==> src/rtl/tls_pkg.sv <==
// Shared constants and the per-flow table entry layout for the TLS flow classifier.
package tls_pkg;

    // Flow class codes reported on o_res_type
    localparam logic [2:0] TYPE_UNKNOWN   = 3'b000;
    localparam logic [2:0] TYPE_TCP_HELLO = 3'b001;
    localparam logic [2:0] TYPE_UDP_HELLO = 3'b010;
    localparam logic [2:0] TYPE_TCP_CONF  = 3'b101;
    localparam logic [2:0] TYPE_UDP_CONF  = 3'b110;

    // IP protocol numbers
    localparam logic [7:0] PROTO_TCP = 8'h06;
    localparam logic [7:0] PROTO_UDP = 8'h11;

    // TLS record header bytes
    localparam logic [7:0] REC_HANDSHAKE    = 8'h16;
    localparam logic [7:0] REC_APP_DATA     = 8'h17;
    localparam logic [7:0] REC_VER_MAJOR    = 8'h03;
    localparam logic [7:0] REC_CLIENT_HELLO = 8'h01;
    localparam logic [7:0] REC_MINOR_MIN    = 8'h01;
    localparam logic [7:0] REC_MINOR_MAX    = 8'h03;
    localparam logic [7:0] REC_APP_MINOR    = 8'h03;

    // One flow-table entry; all-zero is the idle/cleared state
    typedef struct packed {
        logic       hello;
        logic       app_flag;
        logic [2:0] pass_cnt;
        logic       proto;      // 0 TCP, 1 UDP
        logic [2:0] etype;
    } entry_t;

endpackage

==> src/rtl/tls_entry_update.sv <==
// Next-state function of one flow-table entry given the decoded header flags.
module tls_entry_update
    import tls_pkg::*;
#(
    parameter int unsigned PASS_THR = 4
) (
    input  entry_t cur,
    input  logic   hello,
    input  logic   app,
    input  logic   udp,
    output entry_t next_entry_c
);

    // Hello latches protocol and class; app records arm then count toward confirmation
    always_comb begin
        next_entry_c = cur;
        if (hello) begin
            next_entry_c.hello = 1'b1;
            next_entry_c.proto = udp;
            next_entry_c.etype = udp ? TYPE_UDP_HELLO : TYPE_TCP_HELLO;
        end
        if (app) begin
            if (!cur.app_flag) begin
                next_entry_c.app_flag = 1'b1;
            end else if (cur.pass_cnt < 3'(PASS_THR)) begin
                next_entry_c.pass_cnt = cur.pass_cnt + 3'd1;
            end
        end
        // A confirmed flow stays confirmed; class follows the current beat's protocol
        if ((hello || app) && (next_entry_c.pass_cnt == 3'(PASS_THR))) begin
            next_entry_c.etype = udp ? TYPE_UDP_CONF : TYPE_TCP_CONF;
        end
    end

endmodule

==> src/rtl/tls_flow_classifier.sv <==
// Per-flow TLS classifier: S1 registers inputs and reads the flow table,
// S2 writes the updated entry back and reports window-close results.
module tls_flow_classifier
    import tls_pkg::*;
#(
    parameter int unsigned DATA_W    = 64,
    parameter int unsigned FLOW_ID_W = 8,
    parameter int unsigned PASS_THR  = 4,
    parameter int unsigned WIN_PKTS  = 4,
    parameter int unsigned END_CYCLE = 32
) (
    input  logic                 i_clk,
    input  logic                 i_rst_n,
    input  logic                 i_pkt_data_valid,
    input  logic [DATA_W-1:0]    i_pkt_data,
    input  logic [7:0]           i_pkt_len,
    input  logic [2:0]           i_pkt_num,
    input  logic [7:0]           i_pkt_protocol,
    input  logic [5:0]           i_pkt_cycle_cnt,
    input  logic [FLOW_ID_W-1:0] i_flow_id,
    output logic                 o_res_valid,
    output logic [FLOW_ID_W-1:0] o_res_flow_id,
    output logic [2:0]           o_res_type,
    output logic                 o_busy_err
);

    localparam int unsigned DEPTH = 2 ** FLOW_ID_W;

    // S1 input registers
    logic                 s1_valid;
    logic [DATA_W-1:0]    s1_data;
    logic [7:0]           s1_len;
    logic [2:0]           s1_num;
    logic [7:0]           s1_proto;
    logic [5:0]           s1_cyc;
    logic [FLOW_ID_W-1:0] s1_flow;

    // S2 write-back registers
    logic                 s2_valid;
    logic [FLOW_ID_W-1:0] s2_flow;
    entry_t               s2_entry;
    logic                 s2_close;

    entry_t flow_table [DEPTH];

    logic   hdr_c, hello_c, app_c, proto_ok_c, udp_c, close_c, fwd_c;
    entry_t rd_entry_c, upd_entry_c;
    logic   unused_bits;

    // Capture every input once; valid is dropped while in reset
    always_ff @(posedge i_clk or negedge i_rst_n) begin
        if (!i_rst_n) begin
            s1_valid <= 1'b0;
            s1_data  <= '0;
            s1_len   <= '0;
            s1_num   <= '0;
            s1_proto <= '0;
            s1_cyc   <= '0;
            s1_flow  <= '0;
        end else begin
            s1_valid <= i_pkt_data_valid;
            s1_data  <= i_pkt_data;
            s1_len   <= i_pkt_len;
            s1_num   <= i_pkt_num;
            s1_proto <= i_pkt_protocol;
            s1_cyc   <= i_pkt_cycle_cnt;
            s1_flow  <= i_flow_id;
        end
    end

    // Header decode and entry read with S2 forwarding for back-to-back same-flow beats
    always_comb begin
        hdr_c      = s1_valid && (s1_cyc == 6'd1);
        proto_ok_c = (s1_proto == PROTO_TCP) || (s1_proto == PROTO_UDP);
        udp_c      = (s1_proto == PROTO_UDP);
        hello_c    = hdr_c && proto_ok_c
                     && (s1_data[7:0]   == REC_HANDSHAKE)
                     && (s1_data[15:8]  == REC_VER_MAJOR)
                     && (s1_data[23:16] >= REC_MINOR_MIN)
                     && (s1_data[23:16] <= REC_MINOR_MAX)
                     && (s1_data[47:40] == REC_CLIENT_HELLO);
        app_c      = hdr_c && proto_ok_c
                     && (s1_data[7:0]   == REC_APP_DATA)
                     && (s1_data[15:8]  == REC_VER_MAJOR)
                     && (s1_data[23:16] == REC_APP_MINOR);
        close_c    = s1_valid && (s1_num == 3'(WIN_PKTS)) && (s1_cyc == 6'(END_CYCLE));
        fwd_c      = s2_valid && (s2_flow == s1_flow);
        if (fwd_c) begin
            rd_entry_c = s2_close ? entry_t'('0) : s2_entry;
        end else begin
            rd_entry_c = flow_table[s1_flow];
        end
    end

    // Bytes 3..4, upper beat lanes and the length are not needed for classification
    assign unused_bits = ^{s1_data[DATA_W-1:48], s1_data[39:24], s1_len};

    tls_entry_update #(
        .PASS_THR (PASS_THR)
    ) u_entry_update (
        .cur          (rd_entry_c),
        .hello        (hello_c),
        .app          (app_c),
        .udp          (udp_c),
        .next_entry_c (upd_entry_c)
    );

    // S2 pipeline registers carrying the updated entry to the table write
    always_ff @(posedge i_clk or negedge i_rst_n) begin
        if (!i_rst_n) begin
            s2_valid <= 1'b0;
            s2_flow  <= '0;
            s2_entry <= '0;
            s2_close <= 1'b0;
        end else begin
            s2_valid <= s1_valid;
            s2_flow  <= s1_flow;
            s2_entry <= upd_entry_c;
            s2_close <= close_c;
        end
    end

    // Flow table write-back; a closed window leaves the entry cleared
    always_ff @(posedge i_clk or negedge i_rst_n) begin
        if (!i_rst_n) begin
            for (int i = 0; i < int'(DEPTH); i++) begin
                flow_table[i] <= '0;
            end
        end else if (s2_valid) begin
            flow_table[s2_flow] <= s2_close ? entry_t'('0) : s2_entry;
        end
    end

    // Result strobe alongside S2; id/type hold between results, error is sticky
    always_ff @(posedge i_clk or negedge i_rst_n) begin
        if (!i_rst_n) begin
            o_res_valid   <= 1'b0;
            o_res_flow_id <= '0;
            o_res_type    <= '0;
            o_busy_err    <= 1'b0;
        end else begin
            o_res_valid <= close_c;
            if (close_c) begin
                o_res_flow_id <= s1_flow;
                o_res_type    <= upd_entry_c.etype;
            end
            if (s1_valid && !proto_ok_c) begin
                o_busy_err <= 1'b1;
            end
        end
    end

endmodule

==> config.mk <==
export PLATFORM = sky130hd
export DESIGN_NAME = tls_flow_classifier
export DESIGN_NICKNAME = d
export VERILOG_FILES = /design/src/rtl/tls_pkg.sv /design/src/rtl/tls_entry_update.sv /design/src/rtl/tls_flow_classifier.sv
export SDC_FILE = /design/constraint.sdc
export NUM_CORES = 2
export LEC_CHECK = 0
export ABC_AREA = 0
export CORE_MARGIN = 2
export CORE_UTILIZATION = 55
export DETAILED_ROUTE_END_ITERATION = 16
export PLACE_DENSITY_LB_ADDON = 0.2
export SLEW_MARGIN = 20
export SYNTH_ARGS = -nofsm -noshare
export SYNTH_HDL_FRONTEND = slang
export SYNTH_SLANG_ARGS = --single-unit
==> constraint.sdc <==
create_clock -name i_clk -period 4.2 [get_ports i_clk]
set_clock_uncertainty 0.1 [all_clocks]
set_input_delay 0.42 -clock i_clk [delete_from_list [all_inputs] [get_ports i_clk]]
set_output_delay 0.42 -clock i_clk [all_outputs]
set_load 0.05 [all_outputs]
==> run summary <==
After global routing the overflow that remains totals 0. The post-route fraction of the period consumed by the critical path was 0.9824. The tools report the part of the Yosys area used for sequential elements as 0.5780.

In the routed design, unresolved DRC markers number 0. The analysis attributes to cell leakage a power of 40.24 nW. Average footprint of a synthesized cell: 11.10 um2. After the last flow step, the layout net total stands at 7395. Port buffering added 72 buffers.

Compared with the post-synthesis result, the final layout area differs by 13.17%. The library cell used most frequently in the layout, excluding fill and tap cells, is sky130_fd_sc_hd__nand2_1. The overall die width came out at 388.6 um. The tools report the number of pins with negative max-slew slack in the final report as 0. Global placement routability congestion: 0.9124. Setup repair after global routing left no endpoint under its margin. The tools report the first-pass GRT wire length as 356200 um. The critical path endpoint category was a flop. The number of antenna violations at the first check in global routing was 4; the number of flip-flops and latches in the synthesized netlist was 1879. At the pin with the least slew margin, the transition time is 1.116 ns. Counting cells, the worst reg-to-reg path comes to 13. In this run the worst path has a maximum fanout of 12. After clock tree synthesis, the clock-pin slew on the worst setup and hold paths is 0.06 ns. The min-delay analysis places its worst path in the category input pin to async pin.

STA puts the critical path data arrival time at 4.74 ns. Worst path setup slack after routing: 0.07405 ns. The tools report the worst setup timing slack at the placement stage as -0.2272 ns. The placed wire-length estimate after detailed placement was 152700 um.

The total setup violations reported at the end of the flow is 0. In this run, distinct cell masters in the synthesized netlist total 64. For the effective utilization at floorplan, the log shows 0.5522. CTS saw 1879 sinks. The routed layout has 57080 vias. The die covers 151000 um2. STA classifies the critical path startpoint as a flop. The main flop type after synthesis was sky130_fd_sc_hd__dfrtp_1.

In this run the cell area of the synthesized design comes to 81350 um2. After detailed routing, the total wire length is 231400 um. The fraction of final layout cells sized beyond drive strength 1 works out to 0.1646. The tree is rooted in a sky130_fd_sc_hd__clkbuf_16. The number of buffers on the longest clock path is 3, and the total inserted antenna cells is 0. The die boundary height works out to 388.6 um.

The fraction of registers with async set or reset after synthesis is 1.000, and the power after layout is 39.44 mW. The headroom to the max-slew limit is 0.2534, and the via density per instance is 6.083. The logs give 191 for the number of clock buffers inserted by TritonCTS and 56730 for the number of global-route vias before repair. The pre-antenna-repair detailed-routing pass consisted of 7 iterations. Entering global routing, the biggest net connects 186 pins. Total negative setup slack: 0 ns.

Across the run, the number of max-cap violations was 0. The floorplan has 141 rows. For the critical path required time, the log shows 4.81 ns.

The run gives 0.3943 mV as the peak supply drop. The run gives 0 as the number of routed nets with antenna violations. 113 I/O pins were placed. Dividing total power by cell area gives a power density of 428.4 nW/um2. After the first detailed-routing iteration, the DRC count stood at 5649. The synthesized instance count was 7329. The number of synthesis warnings was 0; the clock latency on the worst-skew pair was 0.84 ns. The final count of hold timing violations was 0; the number of enable flip-flop cells after synthesis was 0.

The average detailed-routed wire length per instance is 24.66 um. Shortest period the worst path allows: 4.126 ns. The post-layout utilization of the core is 0.6250, and the timing-limited maximum frequency is 0.2424 GHz. The run finished with clean final reports.

In the layout the commonest cells are sky130_fd_sc_hd__nand2_1 (1992), sky130_fd_sc_hd__dfrtp_1 (1872), sky130_fd_sc_hd__o21ai_0 (1700). The critical path is of the flop to flop type. The core region is 147300 um2. TritonCTS built the clock tree.

Overall routing resource usage: 0.3128. When the netlist entered floorplanning its net count stood at 7430. The CTS H-tree depth came out at 4.
==> flip-flops by register name, summed over array words and instances (netlist names) <==
signal / cells
s1_flow: 8
s1_cyc: 6
o_res_type: 3
s1_num: 3
s2_valid: 1
o_res_flow_id: 8
o_res_valid: 1
s2_entry: 7
flow_table: 1792
s1_proto: 8
s1_data: 32
o_busy_err: 1
s2_flow: 8
s1_valid: 1
==> critical path, stage by stage (launching register included) <==
cell and delay, ns:
sky130_fd_sc_hd__dfrtp_4 0.47, sky130_fd_sc_hd__buf_16 0.23, sky130_fd_sc_hd__buf_12 0.20, sky130_fd_sc_hd__mux4_2 0.52, sky130_fd_sc_hd__mux4_2 0.49, sky130_fd_sc_hd__nor2b_1 0.16
sky130_fd_sc_hd__o31a_1 0.40, sky130_fd_sc_hd__nor4_1 0.33, sky130_fd_sc_hd__buf_4 0.19, sky130_fd_sc_hd__nor3_1 0.09, sky130_fd_sc_hd__nor4_4 0.34, sky130_fd_sc_hd__buf_4 0.19
sky130_fd_sc_hd__a221oi_2 0.07, sky130_fd_sc_hd__mux2i_1 0.15
==> final cells by class <==
type | count | area (um2)
fillers | 11380 | 55250
flip-flops and latches | 1879 | 47040
multi-input cells | 4813 | 31810
clock buffers | 298 | 5843
repair buffers | 403 | 4195
well taps | 1930 | 2415
clock inverters | 54 | 739.5
inverters | 6 | 25.02
==> routing by layer <==
layer	GRT usage	routed length [um]	up-vias	part of all wire
met5	0.001276	7	-	0.000030
met4	0.1126	8376	2	0.036
met3	0.07163	19890	423	0.086
met2	0.4750	105900	2114	0.46
met1	0.4468	97150	29060	0.42
li1	-	-	25490	-
==> synthesized netlist by cell type (23+ instances only) <==
cell type / n / area (um2)
sky130_fd_sc_hd__a21oi_1: 34 / 170.2
sky130_fd_sc_hd__a22oi_1: 84 / 630.6
sky130_fd_sc_hd__buf_2: 45 / 225.2
sky130_fd_sc_hd__buf_4: 41 / 307.8
sky130_fd_sc_hd__clkbuf_1: 520 / 1952
sky130_fd_sc_hd__dfrtp_1: 1879 / 47020
sky130_fd_sc_hd__mux2_2: 121 / 1363
sky130_fd_sc_hd__mux2i_1: 116 / 1161
sky130_fd_sc_hd__mux4_2: 459 / 10340
sky130_fd_sc_hd__nand2_1: 1992 / 7477
sky130_fd_sc_hd__nand2b_1: 27 / 168.9
sky130_fd_sc_hd__nand3_1: 23 / 115.1
sky130_fd_sc_hd__nor2_1: 64 / 240.2
sky130_fd_sc_hd__nor2b_1: 23 / 143.9
sky130_fd_sc_hd__o21ai_0: 1700 / 8508
==> metrics by stage <==
stage | instances | hold slack, ns | instance area [um2]
2_1_floorplan | 7329 | 0.02441 | 81350
5_1_grt | 9383 | 0.1188 | 92060
6_report | 9383 | 0.07371 | 92060
4_1_cts | 9379 | 0.06145 | 91940
3_5_place_dp | 8969 | 0.2517 | 84760
3_3_place_gp | 8969 | 0.2511 | 84760
==> final timing paths <==
path	slack (ns)	start	endpoint
hold reg to reg	0.37	flow_table[2020]	flow_table[2020]
max in group asynchronous	2.56	i_rst_n	flow_table[1818]
setup reg to reg	0.07	s1_flow[0]	s2_entry[0]
setup / recovery	0.07	s1_flow[0]	s2_entry[0]
min in group i_clk	0.17	i_flow_id[4]	s1_flow[4]
hold / removal	0.07	i_rst_n	flow_table[770]
==> cell families (layout without fill, tap and decap cells) <==
kind of cell,Yosys count,after routing,share of synthesized area
simple gates,2204,2204,0.1065
compound gates,1903,1903,0.1229
flops,1879,1879,0.5780
mux,696,696,0.1581
buf+inv,637,761,0.03336
xor+xnor,9,9,0.0009690
fa+ha+maj,1,1,0.0001538
==> repair_timing <==
action	4_1_cts	5_1_grt
setup buffers	0	1
gates resized for setup	3	8
endpoints found under the setup margin	3	5
hold endpoints to repair	675	0
cloned	0	1
hold buffers	58	0
==> power breakdown <==
group / internal [mW] / switching (mW)
logic: 1.01 / 1.83
registers: 18.7 / 0.336
clock network: 10.3 / 7.33
Note: power is estimated with default switching activity, not from simulation.
